[src/rtl/sram_port_arbiter.sv]
// Shares one sram-like port between the instruction-fetch and data requesters.
// Data has fixed priority over inst, with a starvation override for inst. The grant
// is held until the request is accepted. Responses are routed back in order using a
// small source-tag FIFO.
module sram_port_arbiter #(
  parameter int unsigned MAX_OUTSTANDING = 4,
  parameter int unsigned STARVE_LIMIT    = 3
) (
  input  logic                               clk,
  input  logic                               reset,
  // IF requester
  input  logic                               inst_req,
  input  logic                               inst_wr,
  input  logic [1:0]                         inst_size,
  input  logic [3:0]                         inst_wstrb,
  input  logic [31:0]                        inst_addr,
  input  logic [31:0]                        inst_wdata,
  output logic                               inst_addr_ok,
  output logic                               inst_data_ok,
  output logic [31:0]                        inst_rdata,
  // EX requester
  input  logic                               data_req,
  input  logic                               data_wr,
  input  logic [1:0]                         data_size,
  input  logic [3:0]                         data_wstrb,
  input  logic [31:0]                        data_addr,
  input  logic [31:0]                        data_wdata,
  output logic                               data_addr_ok,
  output logic                               data_data_ok,
  output logic [31:0]                        data_rdata,
  // Downstream port
  output logic                               mem_req,
  output logic                               mem_wr,
  output logic [1:0]                         mem_size,
  output logic [3:0]                         mem_wstrb,
  output logic [31:0]                        mem_addr,
  output logic [31:0]                        mem_wdata,
  input  logic                               mem_addr_ok,
  input  logic                               mem_data_ok,
  input  logic [31:0]                        mem_rdata,
  // Status
  output logic [$clog2(MAX_OUTSTANDING):0]   outstanding,
  output logic                               protocol_err
);

  localparam int unsigned PtrW = $clog2(MAX_OUTSTANDING);
  localparam int unsigned CntW = PtrW + 1;
  localparam logic [CntW-1:0] MaxCnt    = CntW'(MAX_OUTSTANDING);
  localparam logic [3:0]      StarveMax = 4'(STARVE_LIMIT);

  // Source tag encoding: 0 = inst, 1 = data
  typedef enum logic [0:0] {StIdle, StHold} state_e;

  state_e                     state_q, state_d;
  logic                       grant_src_q, grant_src_d;
  logic [MAX_OUTSTANDING-1:0] tag_q;
  logic [PtrW-1:0]            wr_ptr_q, rd_ptr_q;
  logic [CntW-1:0]            cnt_q, cnt_d;
  logic [3:0]                 starve_q, starve_d;
  logic                       err_q;

  logic sel_valid, sel_src;
  logic full, accept, push, pop, head;

  // Source selection: arbitrate in idle, lock to the latched grant in hold
  always_comb begin
    sel_valid = 1'b0;
    sel_src   = 1'b0;
    unique case (state_q)
      StIdle: begin
        if (data_req && !(inst_req && (starve_q == StarveMax))) begin
          sel_valid = 1'b1;
          sel_src   = 1'b1;
        end else if (inst_req) begin
          sel_valid = 1'b1;
          sel_src   = 1'b0;
        end
      end
      StHold: begin
        sel_src   = grant_src_q;
        sel_valid = grant_src_q ? data_req : inst_req;
      end
      default: ;
    endcase
  end

  assign full   = (cnt_q == MaxCnt);
  // A pop in the same cycle does not free a slot for this cycle's request
  assign mem_req = sel_valid & ~full & ~reset;
  assign accept  = mem_req & mem_addr_ok;
  assign push    = accept;
  assign pop     = mem_data_ok & (cnt_q != '0) & ~reset;
  assign head    = tag_q[rd_ptr_q];

  // Downstream payload mux; zero when nothing is selected
  always_comb begin
    mem_wr    = 1'b0;
    mem_size  = 2'b00;
    mem_wstrb = 4'h0;
    mem_addr  = 32'h0;
    mem_wdata = 32'h0;
    if (sel_valid) begin
      if (sel_src) begin
        mem_wr    = data_wr;
        mem_size  = data_size;
        mem_wstrb = data_wstrb;
        mem_addr  = data_addr;
        mem_wdata = data_wdata;
      end else begin
        mem_wr    = inst_wr;
        mem_size  = inst_size;
        mem_wstrb = inst_wstrb;
        mem_addr  = inst_addr;
        mem_wdata = inst_wdata;
      end
    end
  end

  // Request acceptance and in-order response routing by head tag
  always_comb begin
    inst_addr_ok = accept & ~sel_src;
    data_addr_ok = accept & sel_src;
    inst_data_ok = pop & ~head;
    data_data_ok = pop & head;
    inst_rdata   = reset ? 32'h0 : mem_rdata;
    data_rdata   = reset ? 32'h0 : mem_rdata;
  end

  // FSM next state: latch an unaccepted grant, release on accept or withdrawal
  always_comb begin
    state_d     = state_q;
    grant_src_d = grant_src_q;
    unique case (state_q)
      StIdle: begin
        if (sel_valid && !accept) begin
          state_d     = StHold;
          grant_src_d = sel_src;
        end
      end
      StHold: begin
        if (accept || !sel_valid) state_d = StIdle;
      end
      default: state_d = StIdle;
    endcase
  end

  // Outstanding count and starvation counter next state
  always_comb begin
    cnt_d = cnt_q;
    unique case ({push, pop})
      2'b10:   cnt_d = cnt_q + 1'b1;
      2'b01:   cnt_d = cnt_q - 1'b1;
      default: cnt_d = cnt_q;
    endcase

    starve_d = starve_q;
    if (!inst_req) begin
      starve_d = 4'h0;
    end else if (accept && !sel_src) begin
      starve_d = 4'h0;
    end else if (accept && sel_src && (starve_q != StarveMax)) begin
      starve_d = starve_q + 4'h1;
    end
  end

  // FSM and counter registers
  always_ff @(posedge clk or posedge reset) begin
    if (reset) begin
      state_q     <= StIdle;
      grant_src_q <= 1'b0;
      cnt_q       <= '0;
      starve_q    <= 4'h0;
    end else begin
      state_q     <= state_d;
      grant_src_q <= grant_src_d;
      cnt_q       <= cnt_d;
      starve_q    <= starve_d;
    end
  end

  // Tag FIFO storage and pointers; pointers wrap naturally at the power-of-two depth
  always_ff @(posedge clk or posedge reset) begin
    if (reset) begin
      tag_q    <= '0;
      wr_ptr_q <= '0;
      rd_ptr_q <= '0;
    end else begin
      if (push) begin
        tag_q[wr_ptr_q] <= sel_src;
        wr_ptr_q        <= wr_ptr_q + 1'b1;
      end
      if (pop) rd_ptr_q <= rd_ptr_q + 1'b1;
    end
  end

  // Sticky flag for a response with nothing in flight
  always_ff @(posedge clk or posedge reset) begin
    if (reset) begin
      err_q <= 1'b0;
    end else if (mem_data_ok && (cnt_q == '0)) begin
      err_q <= 1'b1;
    end
  end

  assign outstanding  = cnt_q;
  assign protocol_err = err_q;

endmodule

[config.mk]
export PLATFORM = sky130hd
export DESIGN_NAME = sram_port_arbiter
export DESIGN_NICKNAME = d
export VERILOG_FILES = /design/src/rtl/sram_port_arbiter.sv
export SDC_FILE = /design/constraint.sdc
export NUM_CORES = 1
export LEC_CHECK = 0
export BUFFER_PORTS_ARGS = -buffer_cell sky130_fd_sc_hd__buf_4
export CAP_MARGIN = 20
export CORE_AREA = 2 2 125 127
export CTS_BUF_LIST = sky130_fd_sc_hd__clkbuf_4 sky130_fd_sc_hd__clkbuf_8 sky130_fd_sc_hd__clkbuf_16
export DETAILED_ROUTE_END_ITERATION = 7
export DIE_AREA = 0 0 127 129
export GPL_TIMING_DRIVEN = 0
export REMOVE_ABC_BUFFERS = 1
export SETUP_SLACK_MARGIN = 0.1
export SLEW_MARGIN = 20
export SYNTH_ARGS = -nofsm -noshare
export SYNTH_HDL_FRONTEND = slang
export SYNTH_SLANG_ARGS = --single-unit
[constraint.sdc]
create_clock -name clk -period 4.6 [get_ports clk]
set_input_delay 0.92 -clock clk [delete_from_list [all_inputs] [get_ports clk]]
set_output_delay 0.92 -clock clk [all_outputs]
set_load 0.01 [all_outputs]
==> results.py, run 1 <==
metrics = {
    "floorplanning": {
        "fp.dieH_um": 129,
        "ioPinCount": 324,
        "rows": 45,
        "dieArea_sq_mm": 0.01638,
        "die_w_um": 127,
        "core-area_sq_mm": 0.01498,
        "start_util": 0.1718,
    },
    "sta": {
        "fmax_ghz": 0.2506,
        "finalCriticalPeriod_ns": 3.991,
        "grt_setup_unrepaired": "no",
        "hold_violations": 0,
        "worst_pin_slew_ns": 0.7828,
        "setup_viol": 0,
        "min_period_over_period": 0.8676,
        "finalClockSkew_ns": 0.003919,
        "max-slew-margin-rel": 0.4775,
        "drv_slew": 0,
    },
    "min_path": {
        "hold_start": "protocol_err",
        "min_path_type": "reg -> reg",
    },
    "final_layout": {
        "multi_input_area_sq_mm": 0.001702,
        "drive_above_1_share": 0.5089,
        "fillCellCount": 1637,
        "fin_nets": 864,
        "register_area_sq_um": 450.4,
        "diodes": 0,
        "syn_to_final_growth_pct": 97.03,
        "final_cells": 864,
    },
    "cts": {
        "post_cts_buffers": 0,
        "cts_inserted_buffers": 3,
        "clk_pin_slew_ns": 0.05,
        "cts_hold_buf": 0,
        "cts_sinks": 18,
        "cts_root_buffer": "clkbuf_16",
        "cts_tree": "done",
        "insertion_delay_ns": 0.25,
        "clockBufferDepth": 2,
        "cts_resized": 0,
        "htree_num_levels": 1,
    },
    "placed_design": {
        "hpwl_mm": 10.25,
        "numPortBuffers": 323,
        "placedCellCount": 860,
        "gp_congestion": 0.7493,
    },
    "logic_synthesis": {
        "synth_most_common_cell": "nand2_1",
        "ys_seq_area_frac": 0.1751,
        "ys_types": 41,
        "synthesis.area_sq_mm": 0.002572,
        "synth_area_leaders": "nand2_1, dfrtp_1, a21oi_1",
        "synth_top_area_frac": 0.2145,
        "avgSynthCellArea_sq_um": 6.305,
        "synth-seq-cells": 18,
        "ys_warn_count": 0,
        "synth_ff_type": "dfrtp_1",
        "synth_edf_count": 0,
        "synth_common_cells": "nand2_1, a21oi_1, nor2b_1",
        "synth_top_area_cell": "nand2_1",
        "synthCells": 408,
        "synth-async-reset-ratio": 1.000,
    },
    "critical_path": {
        "cp_slowest_cell": "or3_1",
        "cp_top_family": "simple AND/OR/NAND/NOR gates",
        "worst-path-buf-inv": 3,
        "path_class": "in -> out",
        "critPathLaunchType": "input port",
        "cp.required_ns": 3.68,
        "cp_cell_sequence": "buf_4 -> inv_1 -> nand3_4 -> or3_1 -> nor2_1 -> buf_4",
        "cp-startpoint": "reset",
        "cp.arrival_ns": 3.07,
        "worst_path_largest_cell_delay_ns": 0.66,
        "cp_common_cell": "buf_4",
        "cp-end-kind": "output pin",
        "critPathMaxFanout": 34,
        "rr_startpoint": "state_q",
    },
    "power": {
        "power.leakage_nw": 2.657,
        "p_per_area_mw_per_mm2": 411.9,
        "ir_drop_v": 0.0002145,
        "total_power_mw": 2.088,
    },
    "routing": {
        "dr_total_vias": 3523,
        "antenna_left": 0,
        "drtPass1Iterations": 4,
        "drt_iter0_drc": 213,
        "drt-total-wl_mm": 12.69,
        "wire_per_inst_um": 14.68,
        "drcViolationCount": 0,
        "avgViaCountPerCell": 4.078,
    },
    "grt": {
        "grt_pass1_vias": 3116,
        "grt.total_usage": 0.1353,
        "grt_max_degree": 51,
        "grt-ovfl-total": 0,
        "grt_pass1_wl_mm": 17.80,
        "antenna_found_initial": 0,
    },
    "job": {
        "cap_viol_max_count": 0,
    },
    "run_status": {
        "run_status": "complete, no violations",
    },
}
[placed cells by master (no fill, tap or decap), drive strengths merged, types with 3 or more instances in the layout]
cell type  count
buf          328
nand2        147
a21oi         73
nor2b         34
dfrtp         18
inv           12
ha             6
o41ai          4
nor2           4
o31ai          4
nand3          4
clkbuf         4
or3            3
xnor2          3
xor2           3
o211ai         3
nor3b          3
[sequential cells by signal, indices dropped and copies added (netlist names)]
| name | count |
|---|---|
| grant_src_q | 1 |
| outstanding | 3 |
| protocol_err | 1 |
| rd_ptr_q | 2 |
| starve_q | 4 |
| state_q | 1 |
| tag_q | 4 |
| wr_ptr_q | 2 |
[per-stage QoR]
stage,setup TNS (ns),util,cell area [sq um],hold WS [ns],setup slack (ns)
finish,0,0.3384,5069,0.4554,0.6091
detailed placement,0,0.3322,4975,0.4526,0.5357
CTS,0,0.3381,5064,0.4615,0.5419
global placement,-55.35,0.3226,4832,0.4481,-0.9664
global route,0,0.3384,5069,0.4947,0.3286
floorplan,0,-,2172,0.4528,0.5929
[worst paths after layout]
path	end	slack (ns)	depth (start not counted)
max	inst_addr_ok	0.61	6
min	protocol_err	0.46	1
max reg2reg	outstanding[2]	1.61	9
min reg2reg	protocol_err	0.46	1
max in group asynchronous	protocol_err	3.11	2
min in group asynchronous	starve_q[0]	1.00	2
[report_power, final]
group          internal [mW]  switching (mW)  total [mW]
registers              0.220          0.0552       0.275
clock network          0.132          0.0592       0.192
logic                  0.768           0.853        1.62
[cell families after synthesis]
kind of cell,share of synthesized area
DFF,0.1751
buffers and inverters,0.1731
muxes,0.02091
xor gates and xnor gates,0.02043
adders and majority gates,0.03696
AOI/OAI and AO/OA,0.2169
and+or+nand+nor,0.3565
[area by class of cell]
| class | instances | share of cell area |
|---|---|---|
| sequential | 18 | 0.08887 |
| inverter | 12 | 0.008887 |
| timing repair buffer | 328 | 0.5026 |
| clock buffer | 4 | 0.01753 |
| multi-input combinational | 314 | 0.3357 |
| tap | 188 | 0.04641 |
[per-layer routing]
metal	track usage	wire length, um	vias up	share of wire
li1	-	-	1847	-
met1	0.1902	5662	1554	0.45
met2	0.2280	6210	117	0.49
met3	0.01913	758	5	0.060
met4	0.01551	55	0	0.0043
met5	0	0	-	0
[worst reg2reg max path, stage by stage (launching register included)]
cell,delay (ns)
dfrtp_1,0.38
inv_1,0.14
nor3b_2,0.59
or3_1,0.61
ha_1,0.30
inv_1,0.07
fa_1,0.37
xor2_1,0.15
nor2_1,0.13
xor2_1,0.17
(Power assumes the default switching activity.)
==> run 2: changes to the inputs <==
--- a/config.mk
+++ b/config.mk
@@ -18,3 +18,4 @@
 export SYNTH_ARGS = -nofsm -noshare
 export SYNTH_HDL_FRONTEND = slang
 export SYNTH_SLANG_ARGS = --single-unit
+export TNS_END_PERCENT = 20
==> constraint.sdc (replaced) <==
create_clock -name clk -period 3.3 [get_ports clk]
set_input_delay 0.66 -clock clk [delete_from_list [all_inputs] [get_ports clk]]
set_output_delay 0.66 -clock clk [all_outputs]
set_load 0.01 [all_outputs]
==> run 2 against run 1 <==
Final cell count grew 0.69%. Worst setup slack lost 0.39 ns. Die area is the same. Clock-buffer cell count is the same. Clock skew is essentially flat. Wire length grew 3.7%. Power grew 42%. Core utilization grew 0.43 points. Sequential share of layout area shrank 0.11 points. Design area grew 1.3%. Critical path type unchanged. Highest routed layer unchanged.
==> results.py, run 2 (synthesis gave the netlist of run 1 again) <==
metrics = {
    "run_status": {
        "run_status": "complete, no violations",
    },
    "final_layout": {
        "final_core_util": 0.3428,
        "drive_above_1_share": 0.5161,
        "fin_nets": 870,
        "syn_to_final_growth_pct": 99.56,
        "postLayoutCellArea_sq_mm": 0.005134,
        "diodes": 0,
        "fillCellCount": 1640,
        "layout_commonest_cell": "buf_4",
        "layout_common_cells": "buf_4, nand2_1, a21oi_1",
    },
    "routing": {
        "drt-total-wl_mm": 13.15,
        "dr_total_vias": 3538,
        "drcViolationCount": 0,
        "drt_iter0_drc": 198,
        "avgViaCountPerCell": 4.067,
        "drtPass1Iterations": 4,
        "wire_per_inst_um": 15.12,
        "antenna_left": 0,
    },
    "power": {
        "ir_drop_v": 0.0003002,
        "power.leakage_nw": 2.676,
        "p_per_area_mw_per_mm2": 578.6,
        "total_power_mw": 2.970,
    },
    "cts": {
        "htree_num_levels": 1,
        "cts_root_buffer": "clkbuf_16",
        "cts_inserted_buffers": 3,
        "cts_sinks": 18,
        "cts_hold_buf": 0,
        "cts_tree": "done",
        "clockBufferDepth": 2,
        "insertion_delay_ns": 0.25,
        "clk_pin_slew_ns": 0.05,
    },
    "sta": {
        "setup_viol": 0,
        "fmax_ghz": 0.3248,
        "finalCriticalPeriod_ns": 3.079,
        "min_period_over_period": 0.9330,
        "drv_slew": 0,
        "fin_ws_ns": 0.2209,
        "hold_violations": 0,
        "worst_pin_slew_ns": 0.6004,
        "max-slew-margin-rel": 0.5883,
        "finalClockSkew_ns": 0.003773,
        "grt_setup_unrepaired": "no",
        "whs_ns": 0.4573,
    },
    "critical_path": {
        "cp.required_ns": 2.64,
        "worst-path-buf-inv": 3,
        "critPathMaxFanout": 50,
        "path_class": "in -> out",
        "worst_path_largest_cell_delay_ns": 0.52,
        "critPathLaunchType": "input port",
        "cp_slowest_cell": "a21oi_1",
        "cp.arrival_ns": 2.42,
        "cp_top_family": "compound AO/OA/AOI/OAI gates",
        "cp-end-kind": "output pin",
        "cp_cell_sequence": "buf_4 -> a21oi_1 -> or2_4 -> buf_12 -> a21oi_1 -> buf_4",
    },
    "placed_design": {
        "hpwl_mm": 10.25,
        "place_ws_ns": -0.3760,
        "numPortBuffers": 323,
        "place_area_sq_mm": 0.004975,
        "gp_congestion": 0.7493,
    },
    "min_path": {
        "min_path_type": "reg -> reg",
    },
    "grt": {
        "grt_pass1_vias": 3154,
        "grt-ovfl-total": 0,
        "grt.total_usage": 0.1395,
        "grt_pass1_wl_mm": 18.26,
        "antenna_found_initial": 0,
        "grt_max_degree": 51,
    },
    "job": {
        "cap_viol_max_count": 0,
    },
    "floorplanning": {
        "ioPinCount": 324,
        "dieArea_sq_mm": 0.01638,
        "rows": 45,
        "start_util": 0.1718,
        "die_w_um": 127,
        "fp.dieH_um": 129,
        "core-area_sq_mm": 0.01498,
    },
}
run 2: stage by stage:
stage | std cells | setup TNS (ns)
2_1_floorplan | 344 | -18.13
3_3_place_gp | 855 | -116.96
3_5_place_dp | 860 | -8.139
4_1_cts | 865 | 0
5_1_grt | 870 | 0
6_report | 870 | 0
run 2: routing by layer:
metal	track usage	wire length, um	vias to the layer above
met1	0.1975	6041	1572
met2	0.2340	6403	104
met5	0	0	-
met3	0.01913	683	2
met4	0.01551	24	0
li1	-	-	1860
run 2: area by class of cell:
| cell class | instances | area (sq um) | area share |
|---|---|---|---|
| timing repair inverter | 1 | 5.005 | 0.0009749 |
| clock buffer | 4 | 88.84 | 0.01730 |
| timing repair buffer | 332 | 2577 | 0.5021 |
| tap | 188 | 235.2 | 0.04582 |
| inverter | 12 | 48.80 | 0.009505 |
| multi-input combinational | 315 | 1728 | 0.3366 |
| sequential | 18 | 450.4 | 0.08774 |
run 2: repair_timing:
action | CTS | global route
buffers inserted | 0 | 4
endpoints found under the setup margin | 53 | 54
gates resized for setup | 4 | 1
cloned | 1 | 1
pin swaps | 2 | 1
run 2: where the power goes:
part           total (mW)  internal, mW  switching, mW  leakage, nW
Combinational        2.32          1.10           1.22         2.41
Sequential          0.384         0.307         0.0773        0.221
Clock               0.266         0.184         0.0817       0.0442
Total                2.97          1.59           1.38         2.68
run 2: path summary, 6_finish.rpt:
check	startpoint	endpoint	slack [ns]	cells past startpoint
hold / removal	protocol_err	protocol_err	0.46	1
hold reg to reg	protocol_err	protocol_err	0.46	1
max in group asynchronous	reset	grant_src_q	2.42	2
setup / recovery	inst_req	mem_addr[11]	0.22	6
setup reg to reg	grant_src_q	outstanding[2]	0.66	9
min in group asynchronous	reset	tag_q[2]	0.54	2
==> run 3: changes to the inputs <==
--- a/config.mk
+++ b/config.mk
@@ -12,6 +12,7 @@
 export DETAILED_ROUTE_END_ITERATION = 7
 export DIE_AREA = 0 0 127 129
 export GPL_TIMING_DRIVEN = 0
+export RECOVER_POWER = 50
 export REMOVE_ABC_BUFFERS = 1
 export SETUP_SLACK_MARGIN = 0.1
 export SLEW_MARGIN = 20
==> run 3 against run 2 <==
Final cell count stayed put. Non-clock buffer count stayed put. Via count is 0.68% higher. Sequential power hardly changed. Largest power group unchanged. Clock-buffer cell count stayed put. Largest cell class unchanged.
==> results.py, run 3 (synthesis gave the netlist of run 1 again) <==
metrics = {
    "grt": {
        "antenna_found_initial": 0,
        "grt_pass1_vias": 3154,
        "grt-ovfl-total": 0,
        "grt_max_degree": 51,
        "grt_pass1_wl_mm": 18.26,
        "grt.total_usage": 0.1395,
    },
    "critical_path": {
        "worstRegToRegCells": 9,
        "cp.required_ns": 2.64,
        "path_class": "in -> out",
        "cp.arrival_ns": 2.46,
        "cp-end-kind": "output pin",
        "critPathLaunchType": "input port",
        "critPathMaxFanout": 44,
    },
    "placed_design": {
        "numPortBuffers": 323,
        "hpwl_mm": 10.25,
        "gp_congestion": 0.7493,
        "place_area_sq_mm": 0.004975,
        "placedCellCount": 860,
        "place_ws_ns": -0.3760,
    },
    "floorplanning": {
        "fp.dieH_um": 129,
        "ioPinCount": 324,
        "start_util": 0.1718,
        "dieArea_sq_mm": 0.01638,
        "core-area_sq_mm": 0.01498,
        "rows": 45,
        "die_w_um": 127,
    },
    "routing": {
        "wire_per_inst_um": 15.11,
        "drt-total-wl_mm": 13.15,
        "drt_iter0_drc": 231,
        "drcViolationCount": 0,
        "drtPass1Iterations": 4,
        "antenna_left": 0,
        "dr_total_vias": 3562,
        "avgViaCountPerCell": 4.094,
    },
    "cts": {
        "cts_root_buffer": "clkbuf_16",
        "clk_pin_slew_ns": 0.05,
        "clockBufferDepth": 2,
        "insertion_delay_ns": 0.25,
        "cts_hold_buf": 0,
        "cts_tree": "done",
        "htree_num_levels": 1,
        "cts_inserted_buffers": 3,
        "cts_sinks": 18,
    },
    "sta": {
        "hold_violations": 0,
        "min_period_over_period": 0.9466,
        "setup_viol": 0,
        "worst_pin_slew_ns": 0.6848,
        "max-slew-margin-rel": 0.5304,
        "drv_slew": 0,
        "fin_ws_ns": 0.1761,
        "grt_setup_unrepaired": "no",
        "fmax_ghz": 0.3201,
        "finalCriticalPeriod_ns": 3.124,
        "finalClockSkew_ns": 0.003871,
    },
    "power": {
        "p_per_area_mw_per_mm2": 595.9,
        "power.leakage_nw": 2.420,
        "total_power_mw": 2.903,
        "ir_drop_v": 0.0002990,
    },
    "final_layout": {
        "syn_to_final_growth_pct": 89.35,
        "fin_nets": 870,
        "drive_above_1_share": 0.4179,
        "layout_common_cells": "buf_4, nand2_1, a21oi_1",
        "layout_commonest_cell": "buf_4",
        "diodes": 0,
        "final_core_util": 0.3252,
        "final_cells": 870,
        "postLayoutCellArea_sq_mm": 0.004871,
    },
    "job": {
        "cap_viol_max_count": 0,
    },
    "min_path": {
        "min_path_type": "reg -> reg",
        "whs_path_depth": 1,
    },
    "run_status": {
        "run_status": "complete, no violations",
    },
}
==> run 3: cell types whose count changed in the layout (fill, tap and decap cells not counted) <==
cell,delta
buf_4,-64
clkbuf_1,+64
o31ai_1,+2
o31ai_2,-2
nand3_1,+1
nand3_4,-1
==> run 3: critical path, cell delays in order <==
cell,delay [ns]
buf_4,0.13
mux2i_1,0.52
a31o_4,0.35
buf_12,0.26
nand2_1,0.08
a21oi_1,0.24
buf_4,0.18
==> run 3: area by class of cell <==
cell class	count	area, sq um
tap	188	235.2
sequential	18	450.4
multi-input combinational	315	1705
timing repair inverter	1	5.005
clock buffer	4	88.84
inverter	12	48.80
fill	1715	10110
timing repair buffer	332	2337
==> run 3: stage by stage <==
step / TNS, ns / hold WS (ns)
after floorplan: -18.13 / 0.4528
after global placement: -116.96 / 0.4481
after detailed placement: -8.139 / 0.4526
after CTS: 0 / 0.4615
after global routing: 0 / 0.4930
final: 0 / 0.4530
==> run 3: power by group <==
part | total [mW] | switching, mW | leakage [nW] | internal, mW
combinational | 2.25 | 1.21 | 2.15 | 1.05
clock | 0.265 | 0.0802 | 0.0442 | 0.184
sequential | 0.384 | 0.0776 | 0.221 | 0.307
==> run 3: worst paths after layout <==
check	start	endpoint	slack [ns]
max in group asynchronous	reset	rd_ptr_q[1]	2.42
max	data_req	mem_addr[11]	0.18
min reg2reg	protocol_err	protocol_err	0.45
max reg2reg	outstanding[0]	outstanding[2]	0.64
min in group asynchronous	reset	tag_q[2]	0.53
min	protocol_err	protocol_err	0.45
==> run 3: routing by layer <==
| layer | vias to the layer above | global-route usage | wire length, um |
|---|---|---|---|
| li1 | 1860 | - | - |
| met3 | 5 | 0.01913 | 775 |
| met5 | - | 0 | 0 |
| met2 | 117 | 0.2340 | 6383 |
| met4 | 0 | 0.01551 | 51 |
| met1 | 1580 | 0.1975 | 5935 |
==> run 3: repair_timing <==
item | in CTS | in global routing
buffers inserted | 0 | 4
gates cloned | 1 | 1
gates resized for setup | 4 | 1
pin swaps | 2 | 1
endpoints found under the setup margin | 53 | 54
